[config.mk]
export PLATFORM = sky130hd
export DESIGN_NAME = vid_prefetch
export DESIGN_NICKNAME = d
export VERILOG_FILES = /design/src/rtl/vid_prefetch.sv
export SDC_FILE = /design/constraint.sdc
export NUM_CORES = 2
export LEC_CHECK = 0
export CORE_UTILIZATION = 60
export CTS_CLUSTER_DIAMETER = 50
export DETAILED_ROUTE_END_ITERATION = 6
export HOLD_SLACK_MARGIN = 0.08
export PLACE_DENSITY_LB_ADDON = 0.25
export REMOVE_ABC_BUFFERS = 1
export SYNTH_ARGS = -nofsm -noshare
export SYNTH_HDL_FRONTEND = slang
export SYNTH_SLANG_ARGS = --single-unit
[constraint.sdc]
create_clock -name clk -period 3.8 [get_ports clk]
set_clock_uncertainty 0.1 [all_clocks]
set_input_delay 0.76 -clock clk [delete_from_list [all_inputs] [get_ports clk]]
set_output_delay 0.76 -clock clk [all_outputs]
set_load 0.05 [all_outputs]
[src/rtl/vid_prefetch.sv]
// SDRAM-side video prefetcher: bursts the framebuffer into a show-ahead FIFO feeding VID.
// Define VID_PREFETCH_UNDERRUN_CNT_EN to build the saturating underrun event counter.
module vid_prefetch #(
  parameter int                ADDR_W      = 22,
  parameter logic [ADDR_W-1:0] FRAME_BASE  = 22'h37FC0,
  parameter int                FRAME_WORDS = 24576,
  parameter int                DEPTH       = 64,
  parameter int                BURST_LEN   = 8
) (
  input  logic              clk,
  input  logic              rst_n,
  input  logic              ce,
  input  logic              vsync,
  input  logic              vid_req,
  output logic [31:0]       viddata,
  output logic              mem_rd_req,
  output logic [ADDR_W-1:0] mem_rd_addr,
  input  logic              mem_rd_ack,
  input  logic              mem_rd_valid,
  input  logic [31:0]       mem_rd_data,
  output logic              underrun,
  output logic [15:0]       underrun_cnt
);

  localparam int PW = $clog2(DEPTH);
  localparam int CW = PW + 1;
  localparam int IW = $clog2(BURST_LEN + 1);
  localparam int WW = $clog2(FRAME_WORDS + 1);

  typedef enum logic [1:0] {IDLE, REQ, DATA, DISCARD} state_t;

  state_t        state;
  logic [31:0]   mem [DEPTH];
  logic [PW-1:0] rd_ptr, wr_ptr;
  logic [CW-1:0] count, space;
  logic [IW-1:0] inflight;
  logic [WW-1:0] words;
  logic          vsync_d, restart, push, pop, pop_empty, last_beat;

  assign restart   = vsync & ~vsync_d;
  assign push      = (state == DATA) & mem_rd_valid & ~restart;
  assign pop       = vid_req & ce & (count != '0);
  assign pop_empty = vid_req & ce & (count == '0);
  assign last_beat = mem_rd_valid & (inflight == IW'(1));
  // Free slots net of beats already promised by an accepted burst.
  assign space     = CW'(DEPTH) - count - CW'(inflight);

  // Head is read straight from storage: VID samples it in the same cycle as req.
  assign viddata = (count == '0) ? 32'h0 : mem[rd_ptr];

  always_ff @(posedge clk) begin
    if (push) mem[wr_ptr] <= mem_rd_data;
  end

  always_ff @(posedge clk or negedge rst_n) begin
    if (!rst_n) begin
      rd_ptr <= '0;
      wr_ptr <= '0;
      count  <= '0;
    end else if (restart) begin
      rd_ptr <= '0;
      wr_ptr <= '0;
      count  <= '0;
    end else begin
      if (push) wr_ptr <= wr_ptr + PW'(1);
      if (pop)  rd_ptr <= rd_ptr + PW'(1);
      count <= count + CW'(push) - CW'(pop);
    end
  end

  always_ff @(posedge clk or negedge rst_n) begin
    if (!rst_n) begin
      state       <= IDLE;
      mem_rd_req  <= 1'b0;
      mem_rd_addr <= FRAME_BASE;
      words       <= '0;
      inflight    <= '0;
      vsync_d     <= 1'b0;
    end else begin
      vsync_d <= vsync;
      case (state)
        IDLE: if (!restart && words < WW'(FRAME_WORDS) && space >= CW'(BURST_LEN)) begin
          state      <= REQ;
          mem_rd_req <= 1'b1;
        end
        // An ack in the restart cycle accepted the old address, so its beats are dropped.
        REQ: if (mem_rd_ack) begin
          mem_rd_req <= 1'b0;
          inflight   <= IW'(BURST_LEN);
          state      <= restart ? DISCARD : DATA;
        end
        DATA: begin
          if (mem_rd_valid) inflight <= inflight - IW'(1);
          if (last_beat) begin
            state       <= IDLE;
            mem_rd_addr <= mem_rd_addr + ADDR_W'(BURST_LEN);
            words       <= words + WW'(BURST_LEN);
          end else if (restart) begin
            state <= DISCARD;
          end
        end
        DISCARD: if (mem_rd_valid) begin
          inflight <= inflight - IW'(1);
          if (last_beat) state <= IDLE;
        end
        default: state <= IDLE;
      endcase
      if (restart) begin
        mem_rd_addr <= FRAME_BASE;
        words       <= '0;
      end
    end
  end

  always_ff @(posedge clk or negedge rst_n) begin
    if (!rst_n)         underrun <= 1'b0;
    else if (pop_empty) underrun <= 1'b1;
  end

`ifdef VID_PREFETCH_UNDERRUN_CNT_EN
  always_ff @(posedge clk or negedge rst_n) begin
    if (!rst_n)
      underrun_cnt <= '0;
    else if (pop_empty && underrun_cnt != 16'hFFFF)
      underrun_cnt <= underrun_cnt + 16'd1;
  end
`else
  assign underrun_cnt = 16'h0;
`endif

endmodule

# After elaboration in Yosys (flattened, before gate mapping)
# Memories as Yosys holds them, arrays and structs flattened.
# Cells that the tools add are included.
# op_classes
add_sub_neg	9
magnitude_cmp	2
eq_ne	10
mux	28
bitwise	9
reduce_logical	17
# op_table
op	count
$mux 22	3
$mux 15	3
$mux 32	1
$mux 6	4
$add 22x4->22 const B	1
$add 15x4->15 const B	1
$lt 15x15->1 const B	1
$add 6x1->6 const B	2
$mux 2	6
$reduce_bool 2->1	6
$mux 4	2
$ne 2x2->1 const B	4
$pmux 2 s4	1
$pmux 4 s2	1
$add 7x1->7	1
$and 1x1->1	7
$ge 7x4->1 const B	1
$logic_not 7->1	1
$mux 7	1
$reduce_bool 7->1	1
$sub 7x1->7	1
$sub 7x4->7	1
$sub 7x7->7 const A	1
$reduce_and 3->1	2
other kinds (15)	22
# totals
reg_bits	65
ramBits	2048
inputBits	39
output_inout_bits	72
word_cells	86
memories	1
# memory_table
name	words	width	read_ports	rd_clocked_by_memory_dff	wr	line_no	rtl
mem	64	32	1	0	1	33	logic [31:0] mem [DEPTH];

# Longest topological paths before layout
# depth
depth_word	7
mapped_depth	13
depth_no_buf	13

# Least setup slack after synthesis
# OpenSTA, ideal clock, no wires.
# synth_path
path_type	flip-flop to output port
from	reg count[2]
to	out viddata[10]
arrival_time_ns	2.817
t_required_ns	2.940
slack_ns	0.123
path_stages_with_launch	8
path_buffers	1
path_cell_list	dfrtp_1 > inv_1 > ha_1 > nor4b_1 > a21oi_1 > clkbuf_1 > o221ai_1 > o32ai_1
# synth_via
elab_chain_cells	2
# synth_lines
item	line_no	rtl
from (decl)	35	logic [CW-1:0] count, space;
from (signal assigned)	67	count <= count + CW'(push) - CW'(pop);
$logic_not 7->1	49	assign viddata = (count == '0) ? 32'h0 : mem[rd_ptr];
$mux 32	49	
to (decl)	15	output logic [31:0] viddata,
# Every way passes these cells.

# Worst setup path after layout
# layout_path
from	reg rd_ptr[0]
to	out viddata[31]
# layout_via
elab_chain_cells	2
# layout_lines
item	line_no	rtl
from (decl)	34	logic [PW-1:0] rd_ptr, wr_ptr;
from (signal assigned)	66	if (pop) rd_ptr <= rd_ptr + PW'(1);
$mem_v2 64x32	--	
$mux 32	49	
# Every way passes these cells.

==> metrics.md <==
| Metric | Value |
|---|---|
| Sink Count | approximately 2100 |
| Main flop type after synthesis | edfxtp_1 |
| DIE WIDTH | 371 µm |
| PortBufs | between 90 and 100 |
| Power share of the sequential group | 0.423 |
| Setup TNS | -18320 ps |
| Cell Pwr Density | between 600 and 700 nW/µm² |
| Internal power | 0.0442 W |
| Dominant cell type by area after synthesis | edfxtp_1 |
| Leak Pwr | between 30 and 40 nW |
| Fmax | 224 MHz |
| Io pins | 111 |
| Vias in the first global route | 43717 |
| Endpoints failing setup | 32 |
| Clk_lat worst skew | approximately 820 ps |
| Top-area cell type share of the netlist area | 0.752 |
| Setup WS post-layout | -666 ps |
| Number of hold violations in the final report | 0 |
| CP Data Required Time | 2940 ps |
| WL/cell | approximately 36 µm |
| Post-DRT Antenna Nets | 0 |
| Worst-case hold slack | 307 ps |
| H-tree depth | 4 |
| Die Y | 371 µm |
| Synth Register Bits | 2107 |
| GRT Overall Usage | 0.331 |
| Layout cell share with drive strength beyond 1 | 0.329 |
| Post-Syn Area | 81700 µm² |
| Hold Path Origin | mem_rd_data[4] |
| HPWL Detailed | 128 mm |
| Syn_area_per_cell | 20.9 µm² |
| WP data arrival | 3610 ps |
| Sequential area share after synthesis | 0.771 |
| Number of flops mapped to enable cells by yosys | 2048 |
| Failing checks | design-rule violations, negative setup slack |
| Crit-path max FO | 9 |
| Initial DRC Count | 6935 |
| Fin nets | 4510 |
| Final clock period utilization by the worst path | 1.18 |
| Worst reg2reg startpoint | count[2] |
| Largest cells by area after synthesis | edfxtp_1 75%, mux4_2 11%, mux2i_1 2.8% |
| Clock power share | 0.314 |
| Status | finished with violations |
| Sw frac | 0.277 |
| Clk root buf | clkbuf_16 |
| Slew HR | 0.104 |
| NetSw | between 0.015 and 0.02 W |
| Worst reg-to-reg setup slack | 640 ps |
| Initial core utilization | 0.604 |
| Distinct cells, synth | 68 |
| Final Critical Period | 4470 ps |
| Dominant cell by count in the synthesized netlist | edfxtp_1 |
| GRT overflow | 0 |
| Yosys Warn Count | 0 |
| Number of fill cells | between 7000 and 8000 |
| R2r endpoint | count[6] |
| DRC viols | 1 |
| Core Rows | 135 |
| P&R area growth vs syn | 19.4% |
| Die area | approximately 140000 µm² |
| Final Slew Violations | 0 |
| Core outline area | 135000 µm² |
| Maximum vdd drop | 467 µV |
| Synth async-reset ratio | 0.0280 |
| CTS Buffer Depth | 3 |
| Crit path capture type | primary output |
| Worst Tran Pin Value | 1340 ps |
| DRT Wirelength | between 200 and 250 mm |
| Global-route wire length before repair | 317 mm |
| Vias per inst | 6.94 |
| Gate power share | 0.263 |
| Type of origin of the critical path | flop |
| Largest net degree at the start of global routing | 65 |
| Worst Setup SP | rd_ptr[0] |
| Worst-path clk slew | 60 ps |
| Worst min-delay path endpoint | mem[36][4] |
| CTS tree | built |
| Final Core Density | 0.721 |
| Synth cell count leaders | 2048 x edfxtp_1, 411 x mux4_2, 227 x mux2i_1 |
| HP Class | in -> reg |
| WS Path Type | reg -> out |
| Drt pass-1 iters | 7 |
| Worst Reg2Reg Path Length in Cells | 14 |
| DR vias | ~44000 |
| RSZ-0062 raised after global routing | yes |
| Tot Pwr | 0.0612 W |
| Antenna violations before repair | 4 |
| GPL Wtd Cong | 0.861 |
| Syn Inst Count | 3904 |
| Max-Cap Viols | 0 |
| CTS Buf Count | 198 |
| Hold Path Cell Cnt | 1 |
kinds of logic after synthesis:
logic type,share of synthesized area
flip-flops,0.771
XOR/XNOR,0.00404
buffers and inverters,0.0190
AO/OA/AOI/OAI,0.0396
multiplexers,0.142
other,0.0000459
AND/OR/NAND/NOR,0.0209
adder cells (fa/ha/maj),0.00416
per-layer routing:
metal	wire length, µm	part of all wire	vias to the layer above	global-route usage
met4	11100	0.049	0	0.148
met3	30400	0.13	561	0.0758
met1	79500	0.35	23048	0.459
met5	0	0	-	0
met2	107000	0.47	3330	0.510
li1	-	-	17375	-
power groups by stage:
stage	Clock [W]	Combinational, W	Sequential [W]
global placement	0	0.0129	0.0264
global route	0.0202	0.0166	0.0259
CTS	0.0193	0.0152	0.0259
detailed placement	0	0.0131	0.0264
finish	0.0192	0.0161	0.0259
floorplan	0	0.00521	0.0268
through the flow:
step | area (µm²) | setup WS (ps) | instances
2_1_floorplan | 80400 | -21750 | 3689
3_3_place_gp | 88200 | -86.8 | 5937
3_5_place_dp | 88200 | -101 | 5937
4_1_cts | 96700 | -656 | 6345
5_1_grt | 97600 | -708 | 6385
6_report | 97600 | -666 | 6388
critical path: stages (launching register included):
cell     delay [ps]
dfrtp_4         430
buf_12          140
buf_4           160
buf_12          190
buf_8           180
mux4_2          550
a22oi_2         290
buf_4           160
a21oi_2          50
buf_4           170
a22o_4          290
buf_8           160
layout make-up:
class                           count  area, µm²  share of cell area
Sequential cell                  2107      63000               0.646
Multi-Input combinational cell   1556      19200               0.197
Timing Repair Buffer              556       6810              0.0698
Clock buffer                      251       5290              0.0542
Tap cell                         1781       2230              0.0228
Clock inverter                    107        931             0.00954
Inverter                           26       98.8             0.00101
Antenna cell                        4       10.0            0.000103
cell usage in the layout, fill, tap and decap left out, drive strengths merged, types with 43 or more instances in the layout:
cell    instances
edfxtp       2048
buf           515
mux4          411
clkbuf        264
mux2i         227
nor2          119
nand2         117
a21oi         107
o221ai         85
clkinv         79
dfrtp          48
o22ai          45
a22oi          45
a22o           44
a211oi         43
o21ai          43
state kept, by name (all words and copies together), names as in the netlist:
register     cells
count            7
inflight         4
mem           2048
mem_rd_addr     19
mem_rd_req       1
rd_ptr           6
state            2
underrun         1
vsync_d          1
words           12
wr_ptr           6
repair_timing:
item | 4_1_cts | 5_1_grt
setup endpoints to repair | 32 | 32
hold buffers | 1 | 0
endpoints found under the hold margin | 25 | 0
cloned | 17 | 13
setup buffers | 40 | 37
pin swaps | 93 | 53
resized for setup | 305 | 94
worst max path at each step:
| stage | end | slack (ps) | depth (start not counted) |
|---|---|---|---|
| after floorplan | viddata[10] | -21750 | 5 |
| after global placement | viddata[21] | -90 | 9 |
| after detailed placement | viddata[19] | -100 | 9 |
| after CTS | viddata[10] | -660 | 11 |
| after global routing | viddata[12] | -710 | 12 |
| final | viddata[31] | -670 | 11 |
(Power assumes the default switching activity.)
